`config.mk`:
```
export PLATFORM = sky130hd
export DESIGN_NAME = neuron_mac_flat
export DESIGN_NICKNAME = d
export VERILOG_FILES = /design/src/rtl/neuron_mac_pkg.sv /design/src/rtl/neuron_mac_if.sv /design/src/rtl/neuron_mac_fx_mul.sv /design/src/rtl/neuron_mac.sv /design/src/flat_wrapper.sv
export SDC_FILE = /design/constraint.sdc
export NUM_CORES = 2
export LEC_CHECK = 0
export BUFFER_PORTS_ARGS = -buffer_cell sky130_fd_sc_hd__buf_2
export CORE_MARGIN = 4
export CORE_UTILIZATION = 60
export DETAILED_ROUTE_END_ITERATION = 8
export GPL_TIMING_DRIVEN = 0
export PLACE_DENSITY = 0.77
export SLEW_MARGIN = 15
export SYNTH_ARGS = -nofsm -noshare
export SYNTH_HDL_FRONTEND = slang
export SYNTH_SLANG_ARGS = --single-unit
```
`constraint.sdc`:
```
create_clock -name clk -period 5.8 [get_ports clk]
set_input_delay 1.16 -clock clk [delete_from_list [all_inputs] [get_ports clk]]
set_output_delay 1.16 -clock clk [all_outputs]
set_load 0.01 [all_outputs]
```
`src/rtl/neuron_mac_pkg.sv`:
```
// Shared constants and FSM encoding for the neuron pre-activation MAC stage.
package neuron_mac_pkg;

    localparam int WIDTH_D = 32;
    localparam int FL_D    = 24;
    localparam int GUARD_D = 8;

    localparam logic [31:0] ONE     = 32'h0100_0000;
    localparam logic [31:0] SAT_MAX = 32'h7FFF_FFFF;
    localparam logic [31:0] SAT_MIN = 32'h8000_0000;

    typedef enum logic [1:0] {
        ST_IDLE,
        ST_ACC,
        ST_FLUSH,
        ST_FINISH
    } state_t;

endpackage

```
`src/rtl/neuron_mac_if.sv`:
```
// Control/operand/result bundle between the layer controller and one neuron MAC.
interface neuron_mac_if
    import neuron_mac_pkg::*;
#(
    parameter int WIDTH = WIDTH_D
);
    logic             start;
    logic [WIDTH-1:0] bias;
    logic             in_valid;
    logic [WIDTH-1:0] x;
    logic [WIDTH-1:0] w;
    logic             busy;
    logic             out_valid;
    logic [WIDTH-1:0] y;

    modport master (
        output start, bias, in_valid, x, w,
        input  busy, out_valid, y
    );

    modport slave (
        input  start, bias, in_valid, x, w,
        output busy, out_valid, y
    );
endinterface

```
`src/rtl/neuron_mac_fx_mul.sv`:
```
// Registered signed fixed-point multiply: product floored by FL fractional bits.
module fx_mul
    import neuron_mac_pkg::*;
#(
    parameter int WIDTH = WIDTH_D,
    parameter int FL    = FL_D
) (
    input  logic                    clk,
    input  logic                    rst,
    input  logic                    en,
    input  logic                    load,
    input  logic                    clr,
    input  logic [WIDTH-1:0]        a,
    input  logic [WIDTH-1:0]        b,
    output logic [2*WIDTH-FL-1:0]   p
);
    localparam int PW = 2 * WIDTH - FL;

    logic signed [2*WIDTH-1:0] ax;
    logic signed [2*WIDTH-1:0] bx;

    assign ax = {{WIDTH{a[WIDTH-1]}}, a};
    assign bx = {{WIDTH{b[WIDTH-1]}}, b};

    // Arithmetic shift floors toward minus infinity; upper bits are pure sign copies.
    always_ff @(posedge clk or posedge rst) begin
        if (rst) begin
            p <= '0;
        end else if (en) begin
            if (clr)
                p <= '0;
            else if (load)
                p <= PW'((ax * bx) >>> FL);
        end
    end
endmodule

```
`src/rtl/neuron_mac.sv`:
```
// Serial MAC computing y = sat(bias + sum x[i]*w[i]) over N_INPUTS Q8.24 operand pairs.
module neuron_mac
    import neuron_mac_pkg::*;
#(
    parameter int WIDTH    = WIDTH_D,
    parameter int FL       = FL_D,
    parameter int N_INPUTS = 4,
    parameter int GUARD    = GUARD_D
) (
    input  logic         clk,
    input  logic         rst,
    input  logic         en,
    neuron_mac_if.slave  bus
);
    localparam int PW    = 2 * WIDTH - FL;
    localparam int ACC_W = PW + GUARD;
    localparam int CNT_W = (N_INPUTS > 1) ? $clog2(N_INPUTS) : 1;

    state_t state;
    state_t state_nxt;

    logic             accept;
    logic             start_ok;
    logic             busy;
    logic             last;
    logic [CNT_W-1:0] cnt;
    logic [PW-1:0]    prod;
    logic             prod_valid;
    logic [ACC_W-1:0] acc;
    logic [WIDTH-1:0] bias_q;
    logic [WIDTH-1:0] y;
    logic             out_valid;
    logic [ACC_W:0]   sum;
    logic             fits;
    logic [WIDTH-1:0] sat_y;

    assign last = (cnt == CNT_W'(N_INPUTS - 1));

    always_ff @(posedge clk or posedge rst) begin
        if (rst)
            state <= ST_IDLE;
        else if (en)
            state <= state_nxt;
    end

    always_comb begin
        state_nxt = state;
        accept    = 1'b0;
        start_ok  = 1'b0;
        busy      = 1'b1;
        case (state)
            ST_IDLE: begin
                busy = 1'b0;
                if (bus.start) begin
                    start_ok  = 1'b1;
                    state_nxt = ST_ACC;
                end
            end
            ST_ACC: begin
                if (bus.in_valid) begin
                    accept = 1'b1;
                    if (last)
                        state_nxt = ST_FLUSH;
                end
            end
            ST_FLUSH:  state_nxt = ST_FINISH;
            ST_FINISH: state_nxt = ST_IDLE;
            default:   state_nxt = ST_IDLE;
        endcase
    end

    fx_mul #(
        .WIDTH (WIDTH),
        .FL    (FL)
    ) u_mul (
        .clk  (clk),
        .rst  (rst),
        .en   (en),
        .load (accept),
        .clr  (start_ok),
        .a    (bus.x),
        .b    (bus.w),
        .p    (prod)
    );

    // One extra bit so bias can never wrap the sum before the range check.
    assign sum  = {acc[ACC_W-1], acc} + {{(ACC_W + 1 - WIDTH){bias_q[WIDTH-1]}}, bias_q};
    assign fits = (sum[ACC_W:WIDTH-1] == '0) || (sum[ACC_W:WIDTH-1] == '1);

    always_comb begin
        sat_y = sum[WIDTH-1:0];
        if (!fits)
            sat_y = sum[ACC_W] ? {1'b1, {(WIDTH - 1){1'b0}}} : {1'b0, {(WIDTH - 1){1'b1}}};
    end

    // The product register lags acceptance by one cycle, so the add is keyed on prod_valid.
    always_ff @(posedge clk or posedge rst) begin
        if (rst) begin
            acc        <= '0;
            cnt        <= '0;
            bias_q     <= '0;
            prod_valid <= 1'b0;
            out_valid  <= 1'b0;
            y          <= '0;
        end else if (en) begin
            out_valid  <= (state == ST_FINISH);
            prod_valid <= accept;
            if (start_ok) begin
                acc    <= '0;
                cnt    <= '0;
                bias_q <= bus.bias;
            end else begin
                if (prod_valid)
                    acc <= acc + {{GUARD{prod[PW-1]}}, prod};
                if (accept)
                    cnt <= last ? '0 : cnt + 1'b1;
            end
            if (state == ST_FINISH)
                y <= sat_y;
        end
    end

    assign bus.busy      = busy;
    assign bus.out_valid = out_valid;
    assign bus.y         = y;
endmodule

```
`src/flat_wrapper.sv`:
```
// flat-port wrapper written by rule: the top's interface ports become plain ports
module neuron_mac_flat import neuron_mac_pkg::*;
#(
    parameter int WIDTH    = WIDTH_D,
    parameter int FL       = FL_D,
    parameter int N_INPUTS = 4,
    parameter int GUARD    = GUARD_D
)
  (clk, rst, en, bus_start, bus_bias, bus_in_valid, bus_x, bus_w, bus_busy, bus_out_valid, bus_y);
  neuron_mac_if #(.WIDTH(WIDTH)) bus_i ();
  input  logic clk;
  input  logic rst;
  input  logic en;
  input wire logic [$bits(bus_i.start)-1:0] bus_start;
  input wire logic [$bits(bus_i.bias)-1:0] bus_bias;
  input wire logic [$bits(bus_i.in_valid)-1:0] bus_in_valid;
  input wire logic [$bits(bus_i.x)-1:0] bus_x;
  input wire logic [$bits(bus_i.w)-1:0] bus_w;
  output wire logic [$bits(bus_i.busy)-1:0] bus_busy;
  output wire logic [$bits(bus_i.out_valid)-1:0] bus_out_valid;
  output wire logic [$bits(bus_i.y)-1:0] bus_y;
  assign bus_i.start = bus_start;
  assign bus_i.bias = bus_bias;
  assign bus_i.in_valid = bus_in_valid;
  assign bus_i.x = bus_x;
  assign bus_i.w = bus_w;
  assign bus_busy = bus_i.busy;
  assign bus_out_valid = bus_i.out_valid;
  assign bus_y = bus_i.y;
  neuron_mac #(.WIDTH(WIDTH), .FL(FL), .N_INPUTS(N_INPUTS), .GUARD(GUARD)) u_core (.clk(clk), .rst(rst), .en(en), .bus(bus_i));
endmodule
```
==> flow_summary.ini <==
[outcome]
status = finished, violations left
violations = negative setup slack

[timing]
tightest_slew_ps = 911
fin_tns_setup_ps = -85130
min_period_ps = 8410
setup_violations = 40
fmax_mhz = 119
post-route-period-util_pct = 145
hold_viol_final = 0
finClkSkew_ps = 8.54
final-max-slew-violation-count = 0
max_slew_margin_pct = 39.1
setup_ws_ps = -2610
rsz0062_at_grt = true

[grt]
antenna_found_initial = 18
grt_pass1_vias = 39700
grt_max_degree = 81
grt.total_usage_pct = 41.1
gr-total-overflow = 0
grt_pass1_wl_um = 247000

[synthesis]
synth-seq-cells = 158
synth-edff-count = 0
synthTopCellsByCount = 1083 x fa_1, 969 x inv_1, 653 x nand2_1
ys.flop_type = dfrtp_1
synth-adder-area-share_pct = 54.6
synthMuxAreaShare_pct = 0.862
synth_xor_xnor_area_share_pct = 2.45
synth_area_um2 = 46100
postSynthCellCount = 4945
yosysTopAreaCellShare_pct = 47.0
yosys.area_share.simple_pct = 15.8
async_flop_share_pct = 100
synth_compound_area_share_pct = 7.80
synth_top_family_by_area = adder cells
yosys_warnings = 0
netlist_top_cells_area = fa_1 47%, dfrtp_1 8.6%, inv_1 7.9%
avgSynthCellArea_um2 = 9.33
yosysMostFrequentCell = fa_1
synth_nets = 6410
ys_types = 77
synth_largest_area_cell = fa_1
yosysSeqAreaShare_pct = 8.57

[worst_setup_path]
worst_path_largest_cell_delay_ps = 620
cp-start-kind = input port
slowest_stage = fa_1
endpoint_kind = flip-flop
crit_type = input port to flip-flop
cp_common_cell = fa_1
path_max_fanout = 3
required_ps = 6140
crit_arrival_ps = 8750
critPathBufInv = 6
crit_family = adder cells

[flow_run]
max_cap_violations = 0

[routing]
drtIter0Drc = 3693
dr.pass1.iters = 7
via_per_inst = 6.02
wl_um = 166000
drc = 0
via_count = 37900
ant_nets = 0
wl_per_cell_um = 26.3

[clock_tree]
cts-root-buf = clkbuf_16
cts.path.max_buffers = 2
clk_latency_ps = 450
clk_pin_slew_ps = 60
clkSinkCount = 158
cts_made_buffers = 17
h-tree-depth = 4
cts_tree = yes
hold_buffers = 0

[floorplanning]
start_util_pct = 60.7
fp.dieArea_um2 = 81400
core_area_um2 = 76100
fp.dieH_um = 285
rows = 101
boundaryPins = 135
fp.dieW_um = 285

[finish]
drive_above_1_share_pct = 15.1
final_util_pct = 70.4
nets = 6706
instances_no_fill = 6302
area_delta_synth_final_pct = 16.1

[hold_path]
hp-class = flip-flop to flip-flop

[place]
dp_hpwl_um = 133000
gp_congestion = 1.08
dpl.cell_count = 6109
io_buffers = 133
## through the flow
stage / hold slack, ps / area [um2] / setup slack [ps]
after floorplan: 453 / 46800 / -2650
after global placement: 466 / 48800 / -4390
after detailed placement: 485 / 48800 / -4390
after CTS: 499 / 52900 / -2380
after global routing: 527 / 53500 / -2640
final: 497 / 53600 / -2610
## cells by family after synthesis
logic type | after synthesis
compound gates | 557
xor+xnor | 129
fa+ha+maj | 1364
buf+inv | 1214
flops | 158
mux | 35
simple gates | 1488
## tightest hold or removal path: cells and delay by family (launching register included)
kind | cells | cell delay [ps]
DFF | 1 | 340
and+or+nand+nor | 1 | 60
AOI/OAI and AO/OA | 1 | 60
## cell usage in the layout (no fill, tap or decap), types with 21 or more instances in the layout
master / n
inv_1: 946
and2_1: 499
fa_2: 65
a21o_1: 67
xor2_1: 47
clkbuf_16: 68
ha_1: 252
xnor2_1: 70
a21oi_1: 119
buf_4: 121
clkbuf_8: 57
o21a_1: 21
buf_6: 55
and2_4: 22
o21bai_1: 27
nand4_1: 24
o21ai_0: 104
nand2_1: 639
o21ai_1: 34
nor3_1: 24
mux2_2: 34
buf_2: 108
clkbuf_2: 29
clkbuf_4: 30
fa_1: 1018
a211oi_1: 36
ha_4: 29
clkbuf_1: 44
dfrtp_1: 158
nand3_1: 23
nor2_1: 142
## layout make-up
class	instances	area [um2]
multi-input cells	3573	38800
fillers	5777	22500
flip-flops and latches	158	3950
inverters	969	3660
plain buffers	245	2910
repair buffers	277	2220
well taps	1030	1290
clock buffers	17	425
clock inverters	13	238
diodes	20	50.0
## timing repair
| item | in CTS | in global routing |
|---|---|---|
| gates resized for setup | 599 | 134 |
| cloned | 4 | 1 |
| pin swaps | 114 | 85 |
| endpoints found under the setup margin | 40 | 40 |
| buffers inserted | 110 | 31 |
## worst paths after layout
| kind | from | to | slack [ps] | cells past startpoint |
|---|---|---|---|---|
| setup / recovery | bus_w[31] | u_core.u_mul.p[37] | -2610 | 28 |
| hold / removal | u_core.u_mul.p[5] | u_core.u_mul.p[5] | 500 | 2 |
| setup reg to reg | u_core.bias_q[31] | u_core.bus.y[18] | 1130 | 14 |
| hold reg to reg | u_core.u_mul.p[5] | u_core.u_mul.p[5] | 500 | 2 |
| max in group asynchronous | rst | u_core.acc[37] | 4240 | 3 |
| min in group asynchronous | rst | u_core.bias_q[2] | 760 | 2 |
## routing by layer
metal | vias up | track usage [%] | wire, um | share of wire, %
li1 | 15600 | - | - | -
met1 | 19300 | 53.6 | 60100 | 36
met2 | 2302 | 61.3 | 71700 | 43
met3 | 677 | 13.4 | 21800 | 13
met4 | 10 | 22.4 | 11900 | 7.2
met5 | - | 0 | 65 | 0.039
## state kept, by name, summed over array words and instances (netlist names)
name                  flops
u_core.acc               48
u_core.bias_q            32
u_core.bus.out_valid      1
u_core.bus.y             32
u_core.cnt                2
u_core.prod_valid         1
u_core.state              2
u_core.u_mul.p           40
Power is not shown: default switching activity piles up to over one toggle a cycle in this logic, so the estimate is an artifact.
